--- config.mk ---
export PLATFORM = sky130hd
export DESIGN_NAME = mem_arbiter
export DESIGN_NICKNAME = d
export VERILOG_FILES = /design/src/rtl/mem_arbiter.sv
export SDC_FILE = /design/constraint.sdc
export NUM_CORES = 1
export LEC_CHECK = 0
export BUFFER_PORTS_ARGS = -buffer_cell sky130_fd_sc_hd__clkbuf_2
export CORE_ASPECT_RATIO = 1.75
export CORE_MARGIN = 4
export CORE_UTILIZATION = 39
export CTS_CLUSTER_SIZE = 14
export DETAILED_ROUTE_END_ITERATION = 6
export PLACE_DENSITY = 0.77
export SYNTH_ARGS = -nofsm -noshare
export SYNTH_HDL_FRONTEND = slang
export SYNTH_SLANG_ARGS = --single-unit
--- constraint.sdc ---
create_clock -name ma_clk -period 3.5 [get_ports ma_clk]
set_input_delay 0.525 -clock ma_clk [delete_from_list [all_inputs] [get_ports ma_clk]]
set_output_delay 0.525 -clock ma_clk [all_outputs]
set_load 0.01 [all_outputs]
--- src/rtl/mem_arbiter.sv ---
// mem_arbiter: shares a single-port data memory between the pipeline MEM stage
// (port P) and the DMA/debug loader (port D).
// Ports:
//   ma_clk, ma_rst              clock, async active-low reset
//   p_req/p_we/p_addr/p_wdata   P request (held until p_gnt)
//   p_gnt                       P accepted this cycle (combinational)
//   p_rvalid                    P read data valid (one-cycle pulse)
//   d_*                         same for port D; d_lock requests a burst lock
//   rdata                       shared load data (pass-through of mem_rdata)
//   mem_ce/wr_en/rd_en/addr/wdata  registered memory command
//   mem_rdata                   memory load data, valid one cycle after rd_en
`ifndef AWIDTH_MEM
`define AWIDTH_MEM 10
`endif
`ifndef DWIDTH
`define DWIDTH 32
`endif

module mem_arbiter #(
    parameter int unsigned AWIDTH       = `AWIDTH_MEM,
    parameter int unsigned DWIDTH       = `DWIDTH,
    parameter int unsigned STARVE_LIMIT = 4
) (
    input  logic              ma_clk,
    input  logic              ma_rst,
    input  logic              p_req,
    input  logic              p_we,
    input  logic [AWIDTH-1:0] p_addr,
    input  logic [DWIDTH-1:0] p_wdata,
    output logic              p_gnt,
    output logic              p_rvalid,
    input  logic              d_req,
    input  logic              d_we,
    input  logic [AWIDTH-1:0] d_addr,
    input  logic [DWIDTH-1:0] d_wdata,
    input  logic              d_lock,
    output logic              d_gnt,
    output logic              d_rvalid,
    output logic [DWIDTH-1:0] rdata,
    output logic              mem_ce,
    output logic              mem_wr_en,
    output logic              mem_rd_en,
    output logic [AWIDTH-1:0] mem_addr,
    output logic [DWIDTH-1:0] mem_wdata,
    input  logic [DWIDTH-1:0] mem_rdata
);

    localparam int unsigned CNT_W = 4;
    localparam logic [CNT_W-1:0] STARVE_MAX = CNT_W'(STARVE_LIMIT);

    localparam logic [0:0] ST_ARB    = 1'b0;
    localparam logic [0:0] ST_LOCK_D = 1'b1;

    logic [0:0]        r_state;
    logic [0:0]        w_state_nxt;
    logic [CNT_W-1:0]  r_starve_cnt;
    logic              w_lock_hold;
    logic              w_p_gnt;
    logic              w_d_gnt;
    logic              w_gnt_any;
    logic              w_sel_we;
    logic [AWIDTH-1:0] w_sel_addr;
    logic [DWIDTH-1:0] w_sel_wdata;

    logic              r_mem_ce;
    logic              r_mem_wr_en;
    logic              r_mem_rd_en;
    logic [AWIDTH-1:0] r_mem_addr;
    logic [DWIDTH-1:0] r_mem_wdata;
    logic              r_pend;
    logic              r_owner;
    logic              r_p_rvalid;
    logic              r_d_rvalid;

    // State register.
    always_ff @(posedge ma_clk or negedge ma_rst) begin
        if (!ma_rst) begin
            r_state <= ST_ARB;
        end else begin
            r_state <= w_state_nxt;
        end
    end

    // Arbitration and next state. A held lock is re-evaluated against the
    // current d_lock, so the cycle that drops it already arbitrates normally.
    always_comb begin
        w_state_nxt = r_state;
        w_p_gnt     = 1'b0;
        w_d_gnt     = 1'b0;
        w_lock_hold = (r_state == ST_LOCK_D) && d_lock;
        if (ma_rst) begin
            if (w_lock_hold) begin
                w_d_gnt = d_req;
            end else if (d_req && (r_starve_cnt == STARVE_MAX)) begin
                w_d_gnt = 1'b1;
            end else if (p_req) begin
                w_p_gnt = 1'b1;
            end else if (d_req) begin
                w_d_gnt = 1'b1;
            end
        end
        if (w_d_gnt && d_lock) begin
            w_state_nxt = ST_LOCK_D;
        end else if (!w_lock_hold) begin
            w_state_nxt = ST_ARB;
        end
    end

    // D starvation counter, saturating at the limit.
    always_ff @(posedge ma_clk or negedge ma_rst) begin
        if (!ma_rst) begin
            r_starve_cnt <= '0;
        end else if (!d_req || w_d_gnt) begin
            r_starve_cnt <= '0;
        end else if (r_starve_cnt != STARVE_MAX) begin
            r_starve_cnt <= r_starve_cnt + CNT_W'(1);
        end
    end

    assign w_gnt_any   = w_p_gnt | w_d_gnt;
    assign w_sel_we    = w_d_gnt ? d_we    : p_we;
    assign w_sel_addr  = w_d_gnt ? d_addr  : p_addr;
    assign w_sel_wdata = w_d_gnt ? d_wdata : p_wdata;

    // Command stage and read-return tracking; address/data hold when idle.
    always_ff @(posedge ma_clk or negedge ma_rst) begin
        if (!ma_rst) begin
            r_mem_ce    <= 1'b0;
            r_mem_wr_en <= 1'b0;
            r_mem_rd_en <= 1'b0;
            r_mem_addr  <= '0;
            r_mem_wdata <= '0;
            r_pend      <= 1'b0;
            r_owner     <= 1'b0;
            r_p_rvalid  <= 1'b0;
            r_d_rvalid  <= 1'b0;
        end else begin
            r_mem_ce    <= w_gnt_any;
            r_mem_wr_en <= w_gnt_any & w_sel_we;
            r_mem_rd_en <= w_gnt_any & ~w_sel_we;
            if (w_gnt_any) begin
                r_mem_addr  <= w_sel_addr;
                r_mem_wdata <= w_sel_wdata;
                r_owner     <= w_d_gnt;
            end
            r_pend      <= w_gnt_any & ~w_sel_we;
            r_p_rvalid  <= r_pend & ~r_owner;
            r_d_rvalid  <= r_pend & r_owner;
        end
    end

    assign p_gnt     = w_p_gnt;
    assign d_gnt     = w_d_gnt;
    assign p_rvalid  = r_p_rvalid;
    assign d_rvalid  = r_d_rvalid;
    assign rdata     = mem_rdata;
    assign mem_ce    = r_mem_ce;
    assign mem_wr_en = r_mem_wr_en;
    assign mem_rd_en = r_mem_rd_en;
    assign mem_addr  = r_mem_addr;
    assign mem_wdata = r_mem_wdata;

endmodule

======== Yosys cells after proc, flatten, opt, wreduce, memory -nomap -nowiden ========
Index checks and enable logic that the tools add are counted.
word-level totals
  output and inout port bits .............. 81
  logic and storage cells ................. 43
  register bits after elaboration ......... 53
  input port bits ......................... 123
cells by class
  bitwise gates (word level) .............. 7
  equal/unequal tests ..................... 3
  reduce and logical (&&, ||, !) cells .... 6
  multiplexer cells ....................... 16
  add/sub/neg operators ................... 1
operator list
  operator               count
  $mux W32               1
  $mux W1                12
  $mux W10               1
  $mux W4                2
  $add A4 B1 Y4 const B  1
  $and A1 B1 Y1          4
  $eq A4 B3 Y1 const B   1
  $ne A4 B3 Y1 const B   1
  $logic_and A1 B1 Y1    3
  $ne A2 B1 Y1 const B   1
  $not A1 Y1             2
  $reduce_bool A2 Y1     1
  $logic_not A1 Y1       1
  $logic_or A1 B1 Y1     1
  $or A1 B1 Y1           1

======== Longest topological paths before layout ========
Gate-level depths: netlist (run 1).
  depth after elaboration ................. 8
  mapped depth ............................ 7
  depth with buffers taken out ............ 5

======== Worst setup path before layout (run 1) ========
No wires, ideal clock.
  path kind ............................... in2out
  start ................................... input p_req
  end ..................................... output p_gnt
  setup slack ............................. 1619 ps
  required time ........................... 2975 ps
  stages on the path ...................... 5
  arrival ................................. 1356 ps
  cells stage by stage .................... a21boi_2 > buf_2 > buf_2 > nand2_1 > nor2_1
on the way
  longest elaborated chain between the ends .. 4
RTL lines
  item             RTL line  source
  start, declared  26        input logic p_req,
  $mux W1          96        end else if (p_req) begin
  $mux W1          94        end else if (d_req && (r_starve_cnt == STARVE_MAX)) begin
  $mux W1          92        if (w_lock_hold) begin
  $mux W1          91        if (ma_rst) begin
  end, declared    30        output logic p_gnt,
Every way passes these cells.

======== Worst setup path after layout (run 1) ========
  start ................................... register r_starve_cnt[0]
  end ..................................... output d_gnt
on the way
  longest elaborated chain between the ends .. 5
RTL lines
  item                    RTL line  source
  start, declared         56        logic [CNT_W-1:0] r_starve_cnt;
  start signal, assigned  116       r_starve_cnt <= r_starve_cnt + CNT_W'(1);
  $eq A4 B3 Y1            94
  $logic_and A1 B1 Y1     94
  $mux W1                 94
  $mux W1                 92
  $mux W1                 91
  end, declared           37        output logic d_gnt,
Every way passes these cells.

==> results of run 1 <==
[sequential cells by signal (all words and copies together), names as in the netlist]
name and count:
r_starve_cnt 4, r_state 1, mem_wdata 32, mem_addr 10, d_rvalid 1, p_rvalid 1, r_owner 1, mem_ce 1
mem_wr_en 1, r_pend 1
[cell usage in the layout, fill, tap and decap left out, types with 2 or more instances in the layout]
cell and instances:
nor2_1 3, dfrtp_1 53, nand2_1 2, clkbuf_2 138
clkbuf_16 5, mux2i_1 2, buf_4 4, a221o_1 42
ha_1 2, o2111a_1 42, nor3_1 3, xnor2_1 2
inv_1 3
[per-layer routing]
layer,GRT usage [%],vias up,part of all wire (%)
li1,-,1087,-
met1,20.90,1200,36
met2,30.43,94,53
met3,3.234,41,5.8
met4,11.89,0,5.6
met5,0,-,0
[power breakdown]
group	leakage, uW	internal (uW)	total, uW	switching [uW]
Sequential	0.000664	694	751	56.7
Combinational	0.000975	174	362	188
Clock	0.0000841	358	575	217
Total	0.00172	1230	1690	462
[cell families after synthesis]
| logic type | after synthesis | synth area share, % |
|---|---|---|
| buffers and inverters | 65 | 14.72 |
| AO/OA/AOI/OAI | 95 | 34.32 |
| flip-flops | 53 | 46.29 |
| AND/OR/NAND/NOR | 12 | 2.489 |
| multiplexers | 2 | 0.6987 |
| adder cells (fa/ha/maj) | 2 | 0.8732 |
| XOR/XNOR | 2 | 0.6115 |
[per-stage QoR]
| stage | total power, uW | util (%) |
|---|---|---|
| 2_1_floorplan | 981.1 | - |
| 3_3_place_gp | 1120 | 46.13 |
| 3_5_place_dp | 1126 | 46.13 |
| 4_1_cts | 1705 | 48.54 |
| 5_1_grt | 1767 | 48.54 |
| 6_report | 1688 | 48.54 |
[area by class of cell]
| cell class | count | area, sq um |
|---|---|---|
| fillers | 687 | 3696 |
| flip-flops and latches | 53 | 1326 |
| multi-input cells | 113 | 1144 |
| repair buffers | 142 | 720.7 |
| clock buffers | 7 | 142.6 |
| well taps | 86 | 107.6 |
| clock inverters | 1 | 30.03 |
| inverters | 4 | 15.01 |
[path summary, 6_finish.rpt]
path | to | slack, ns | cells after the start
worst max-delay path | d_gnt | 0.77 | 5
max in group asynchronous | mem_wdata[11] | 2.32 | 2
min in group ma_clk | r_pend | 0.44 | 2
worst max register to register | mem_wdata[15] | 1.04 | 6
worst min-delay path | r_starve_cnt[3] | 0.28 | 1
worst min register to register | p_rvalid | 0.45 | 1
==> flow_metrics.tcl, run 1 <==
set metrics [dict create \
    post_cts_resize_count 0 \
    fin_crit_sh_pct 78.08 \
    timing.final.setup_violations 0 \
    final_cell_count_no_fill 406 \
    yosysSeqAreaShare_pct 46.29 \
    cts.sink_count 53 \
    setup.worst_path.end_class "primary output" \
    floorplan.die.width_microns 72.80 \
    drc_errors 0 \
    crit_path_start "r_starve_cnt[0]" \
    yosysWarnings 0 \
    grt_first_pass_wirelength_mm 12.52 \
    ir_drop_v 0.0002940 \
    final_net_count 444 \
    power.static_leakage_uw 0.001723 \
    routed_wl_mm 8.184 \
    timing.setup.critical_path_class "reg -> out" \
    wl_per_cell_microns 20.16 \
    worst_pin_slew_ns 1.177 \
    cts_htree_levels 2 \
    syn-instance-count 231 \
    final.setup_skew_ns 0.006747 \
    placement.setup.worst_slack_ns 1.057 \
    crit_required_ns 2.97 \
    synth.largest_area_cell "dfrtp_1" \
    vias 2422 \
    path_clk_slew_ns 0.07 \
    antenna_violating_nets_post_route 0 \
    worst_path_dominant_cell_family "compound AO/OA/AOI/OAI gates" \
    boundaryPins 204 \
    worst_hold_path_type "in -> async" \
    synthTopCellsByArea "dfrtp_1 46%, o2111a_1 17%, a221o_1 15%" \
    cts-root-buf "clkbuf_16" \
    floorplan.initialDensity_pct 39.90 \
    yosysUniqueCellTypes 31 \
    syn2layout_area_growth_pct 21.66 \
    maxCapViolCount 0 \
    synth_flop_cell "dfrtp_1" \
    synth_enable_flop_cells 0 \
    power-per-cell-area_nw_per_um2 484.1 \
    maximum_operating_frequency_mhz 365.9 \
    post_route_cells_drive_above_1_share_pct 48.13 \
    pin_count_of_the_biggest_net_entering_global_routing 58 \
    setup.worst_path.start_class "flip-flop" \
    diodes 0 \
    synthesis.nets 356 \
    groute.usage.overall_pct 18.27 \
    drt_pre_antenna_iters 6 \
    cts_hold_buffers 0 \
    tritoncts_clock_tree "built" \
    placement_rows 41 \
    postSynth.asyncResetShare_pct 100.0 \
    timing.critical_path.arrival_ns 2.21 \
    finalMaxSlewViolations 0 \
    clock_path_buffers 2 \
    rsz_0062_raised_after_global_routing "no" \
    run_status "finished, final reports clean" \
    finalWorstPathRequiredPeriod_ns 2.733 \
    fin_area_sq_um 3486 \
    number_of_antenna_violations_at_the_first_check_in_global_routing 0 \
    design.die.area_sq_um 8837 \
    synth.avg_cell_area_sq_um 12.40 \
    place.port_buffers 139 \
    cp_num_buf_inv 2 \
    synth_register_bits 53 \
    worst_slew_margin_rel_pct 21.27 \
    reg2reg_from "r_starve_cnt[0]" \
    placedCellCount 398 \
    slowest_delay_ns 0.52 \
    place.gp.congestion 0.7504 \
    post_cts_buffers 0 \
    vias_per_cell 5.966 \
    holdWs_ns 0.2752 \
    cpMaxStageDelayCell "a21oi_4" \
    inserted_clock_buffers 5 \
    synth.top_cells.by_count "53 x dfrtp_1, 42 x a221o_1, 42 x o2111a_1, 32 x buf_4" \
    synth_top_cell_area_share_pct 46.29 \
    synth.cell_area_sq_um 2865 \
    timing.critical_path.cells "inv_1 > ha_1 > nand3b_4 > a21oi_4 > clkbuf_2" \
    clock_insertion_delay_worst_skew_ns 0.29 \
    grt.overflow.total 0 \
    dpl.hpwl_mm 5.715 \
    total_core_area_sq_um 7182 \
    path_max_fanout 50 \
    setup-tns-final_ns 0 \
    chipHeight_microns 121.4 \
    setup_slack_ns 0.7672 \
    timing_hold_violations_final 0 \
    grt_pass1_vias 2434 \
    dr.first_iter.drc_count 171 \
    placed_cell_area_sq_um 3313 \
    yosys.cell_count.top_type "dfrtp_1" \
]
No activity file was read; power rests on OpenSTA's default activity.
==> inputs of run 2 (changes only) <==
--- a/config.mk
+++ b/config.mk
@@ -5,13 +5,14 @@
 export SDC_FILE = /design/constraint.sdc
 export NUM_CORES = 1
 export LEC_CHECK = 0
+export ABC_AREA = 1
 export BUFFER_PORTS_ARGS = -buffer_cell sky130_fd_sc_hd__clkbuf_2
 export CORE_ASPECT_RATIO = 1.75
 export CORE_MARGIN = 4
 export CORE_UTILIZATION = 39
 export CTS_CLUSTER_SIZE = 14
 export DETAILED_ROUTE_END_ITERATION = 6
-export PLACE_DENSITY = 0.77
+export PLACE_DENSITY = 0.75
 export SYNTH_ARGS = -nofsm -noshare
 export SYNTH_HDL_FRONTEND = slang
 export SYNTH_SLANG_ARGS = --single-unit
==> constraint.sdc (replaced) <==
create_clock -name ma_clk -period 2.7 [get_ports ma_clk]
set_input_delay 0.405 -clock ma_clk [delete_from_list [all_inputs] [get_ports ma_clk]]
set_output_delay 0.405 -clock ma_clk [all_outputs]
set_load 0.01 [all_outputs]
==> flow_metrics.tcl, run 2 <==
set metrics [dict create \
    fin_util_pct 47.93 \
    power-per-cell-area_nw_per_um2 559.5 \
    vias_per_cell 4.721 \
    inserted_clock_buffers 5 \
    timing_hold_violations_final 0 \
    grt_pass1_vias 2838 \
    yosys.cell_count.top_type "nand2_1" \
    finalMaxSlewViolations 0 \
    path_clk_slew_ns 0.07 \
    min_to "r_state" \
    worstHoldPathCells 2 \
    placement_rows 43 \
    synth_enable_flop_cells 0 \
    cts-root-buf "clkbuf_16" \
    chipHeight_microns 126.4 \
    post_route_cells_drive_above_1_share_pct 28.62 \
    yosysSeqAreaShare_pct 42.45 \
    synthesis.nets 571 \
    drc_errors 0 \
    max_ffs_per_register 32 \
    fillCellCount 807 \
    place.gp.congestion 0.7706 \
    crit_required_ns 2.30 \
    hold_start "d_lock" \
    final.setup_skew_ns 0.004915 \
    timing.reg2reg.worst_path_depth 9 \
    post_cts_resize_count 0 \
    tritoncts_clock_tree "built" \
    grt.overflow.total 0 \
    cts.sink_count 53 \
    worstReg2RegEnd "mem_wdata[29]" \
    clock_insertion_delay_worst_skew_ns 0.28 \
    syn-instance-count 446 \
    finalWorstPathRequiredPeriod_ns 2.375 \
    yosysUniqueCellTypes 18 \
    clock_path_buffers 2 \
    diodes 0 \
    antenna_violating_nets_post_route 0 \
    synth.largest_area_cell "dfrtp_1" \
    timing.final.setup_violations 0 \
    number_of_antenna_violations_at_the_first_check_in_global_routing 0 \
    synthTopCellsByArea "dfrtp_1 42%, nand2_1 17%, nand3_1 14%" \
    power.static_leakage_uw 0.002463 \
    fin_crit_sh_pct 87.95 \
    synth_top_cell_area_share_pct 42.45 \
    rsz_0062_raised_after_global_routing "no" \
    worst_hold_path_type "in -> reg" \
    reg2reg_from "r_starve_cnt[0]" \
    vias 2998 \
    worst_pin_slew_ns 0.7213 \
    dpl.hpwl_mm 6.204 \
    path_max_fanout 22 \
    synth_flop_cell "dfrtp_1" \
    ir_drop_v 0.0002508 \
    grt_first_pass_wirelength_mm 12.57 \
    place.port_buffers 139 \
    timing.critical_path.arrival_ns 1.97 \
    yosysWarnings 0 \
    synth_register_bits 53 \
    maxCapViolCount 0 \
    postSynth.asyncResetShare_pct 100.0 \
    drt_pre_antenna_iters 4 \
    setup.worst_path.end_class "primary output" \
    dr.first_iter.drc_count 86 \
    final_net_count 670 \
    r2r_slack_ns 0.68 \
    worst_slew_margin_rel_pct 51.92 \
    floorplan.initialDensity_pct 39.77 \
    holdWs_ns 0.3385 \
    fin_area_sq_um 3765 \
    synth.avg_cell_area_sq_um 7.005 \
    pin_count_of_the_biggest_net_entering_global_routing 50 \
    setup.worst_path.start_class "input port" \
    timing.setup.critical_path_class "in -> out" \
    groute.usage.overall_pct 16.58 \
    design.die.area_sq_um 9563 \
    maximum_operating_frequency_mhz 421.1 \
    syn2layout_area_growth_pct 20.50 \
    synth.top_cells.by_count "139 x nand2_1, 93 x inv_1, 88 x nand3_1, 53 x dfrtp_1, 32 x buf_4" \
    layout_common_cells "139 x nand2_1, 139 x clkbuf_2, 93 x inv_1" \
    run_status "finished, final reports clean" \
    boundaryPins 204 \
    routed_wl_mm 8.027 \
    wl_per_cell_microns 12.64 \
    synth.cell_area_sq_um 3124 \
    total_core_area_sq_um 7855 \
    placed_cell_area_sq_um 3608 \
    floorplan.die.width_microns 75.66 \
    cts_htree_levels 2 \
    setup-tns-final_ns 0 \
]
[run 2: cell count changes after synthesis, moves of 3 or more]
cell      change
nand2_1     +137
buf_2         +6
a221o_1      -42
inv_1        +90
nand2_2       +3
buf_6         -3
buf_1         -3
o2111a_1     -42
nand3_1      +87
a21oi_1       +3
clkbuf_1      -8
[run 2: stage by stage]
| stage | setup WS (ns) | cells | power [uW] |
|---|---|---|---|
| detailed placement | 0.6807 | 627 | 1503 |
| global route | 0.1870 | 635 | 2229 |
| finish | 0.3254 | 635 | 2107 |
| global placement | 0.7448 | 627 | 1486 |
| CTS | 0.2893 | 635 | 2135 |
| floorplan | 1.149 | 446 | 1300 |
[run 2: logic make-up (layout without fill, tap and decap cells)]
group	after synthesis	in the layout	share of synthesized area [%]
fa+ha+maj	2	2	0.8008
xor+xnor	2	2	0.5608
simple gates	236	236	32.32
compound gates	5	5	0.8812
flops	53	53	42.45
buf+inv	148	247	22.99
[run 2: worst max path at each step]
| stage | start | to |
|---|---|---|
| floorplan | r_starve_cnt[0] | d_gnt |
| global placement | ma_rst | mem_wdata[29] |
| detailed placement | ma_rst | mem_wdata[29] |
| CTS | ma_rst | d_gnt |
| global route | ma_rst | d_gnt |
| finish | ma_rst | d_gnt |
[run 2: power breakdown]
part,internal (uW),switching (uW),total (uW)
clock,364,265,629
combinational,206,300,506
sequential,902,69.9,972
[run 2: per-layer routing]
layer  global-route usage [%]  vias up  share of wire [%]
met2                    31.48       85                 57
met4                    6.694        0                2.4
met3                    1.903       24                5.5
met1                    17.44     1396                 35
met5                        0        -                  0
li1                         -     1493                  -
[run 2: critical path, stage by stage]
cell and delay (ns):
dlygate4sd3_1 0.53, clkbuf_2 0.24, nand2_1 0.13, inv_2 0.08, nand2_2 0.27, inv_1 0.16
clkbuf_2 0.14
[run 2: final cells by class]
type / count / area [sq um] / area share, %
clock buffer: 6 / 138.9 / 3.689
clock inverter: 1 / 7.507 / 0.1994
inverter: 95 / 356.6 / 9.472
multi-input combinational: 245 / 1080 / 28.68
sequential: 53 / 1326 / 35.23
tap: 90 / 112.6 / 2.991
timing repair buffer: 145 / 743.2 / 19.74
[run 2: timing repair]
action	in CTS	in global routing
hold buffers	1	0
buffers inserted	0	0
endpoints found under the hold margin	4	0
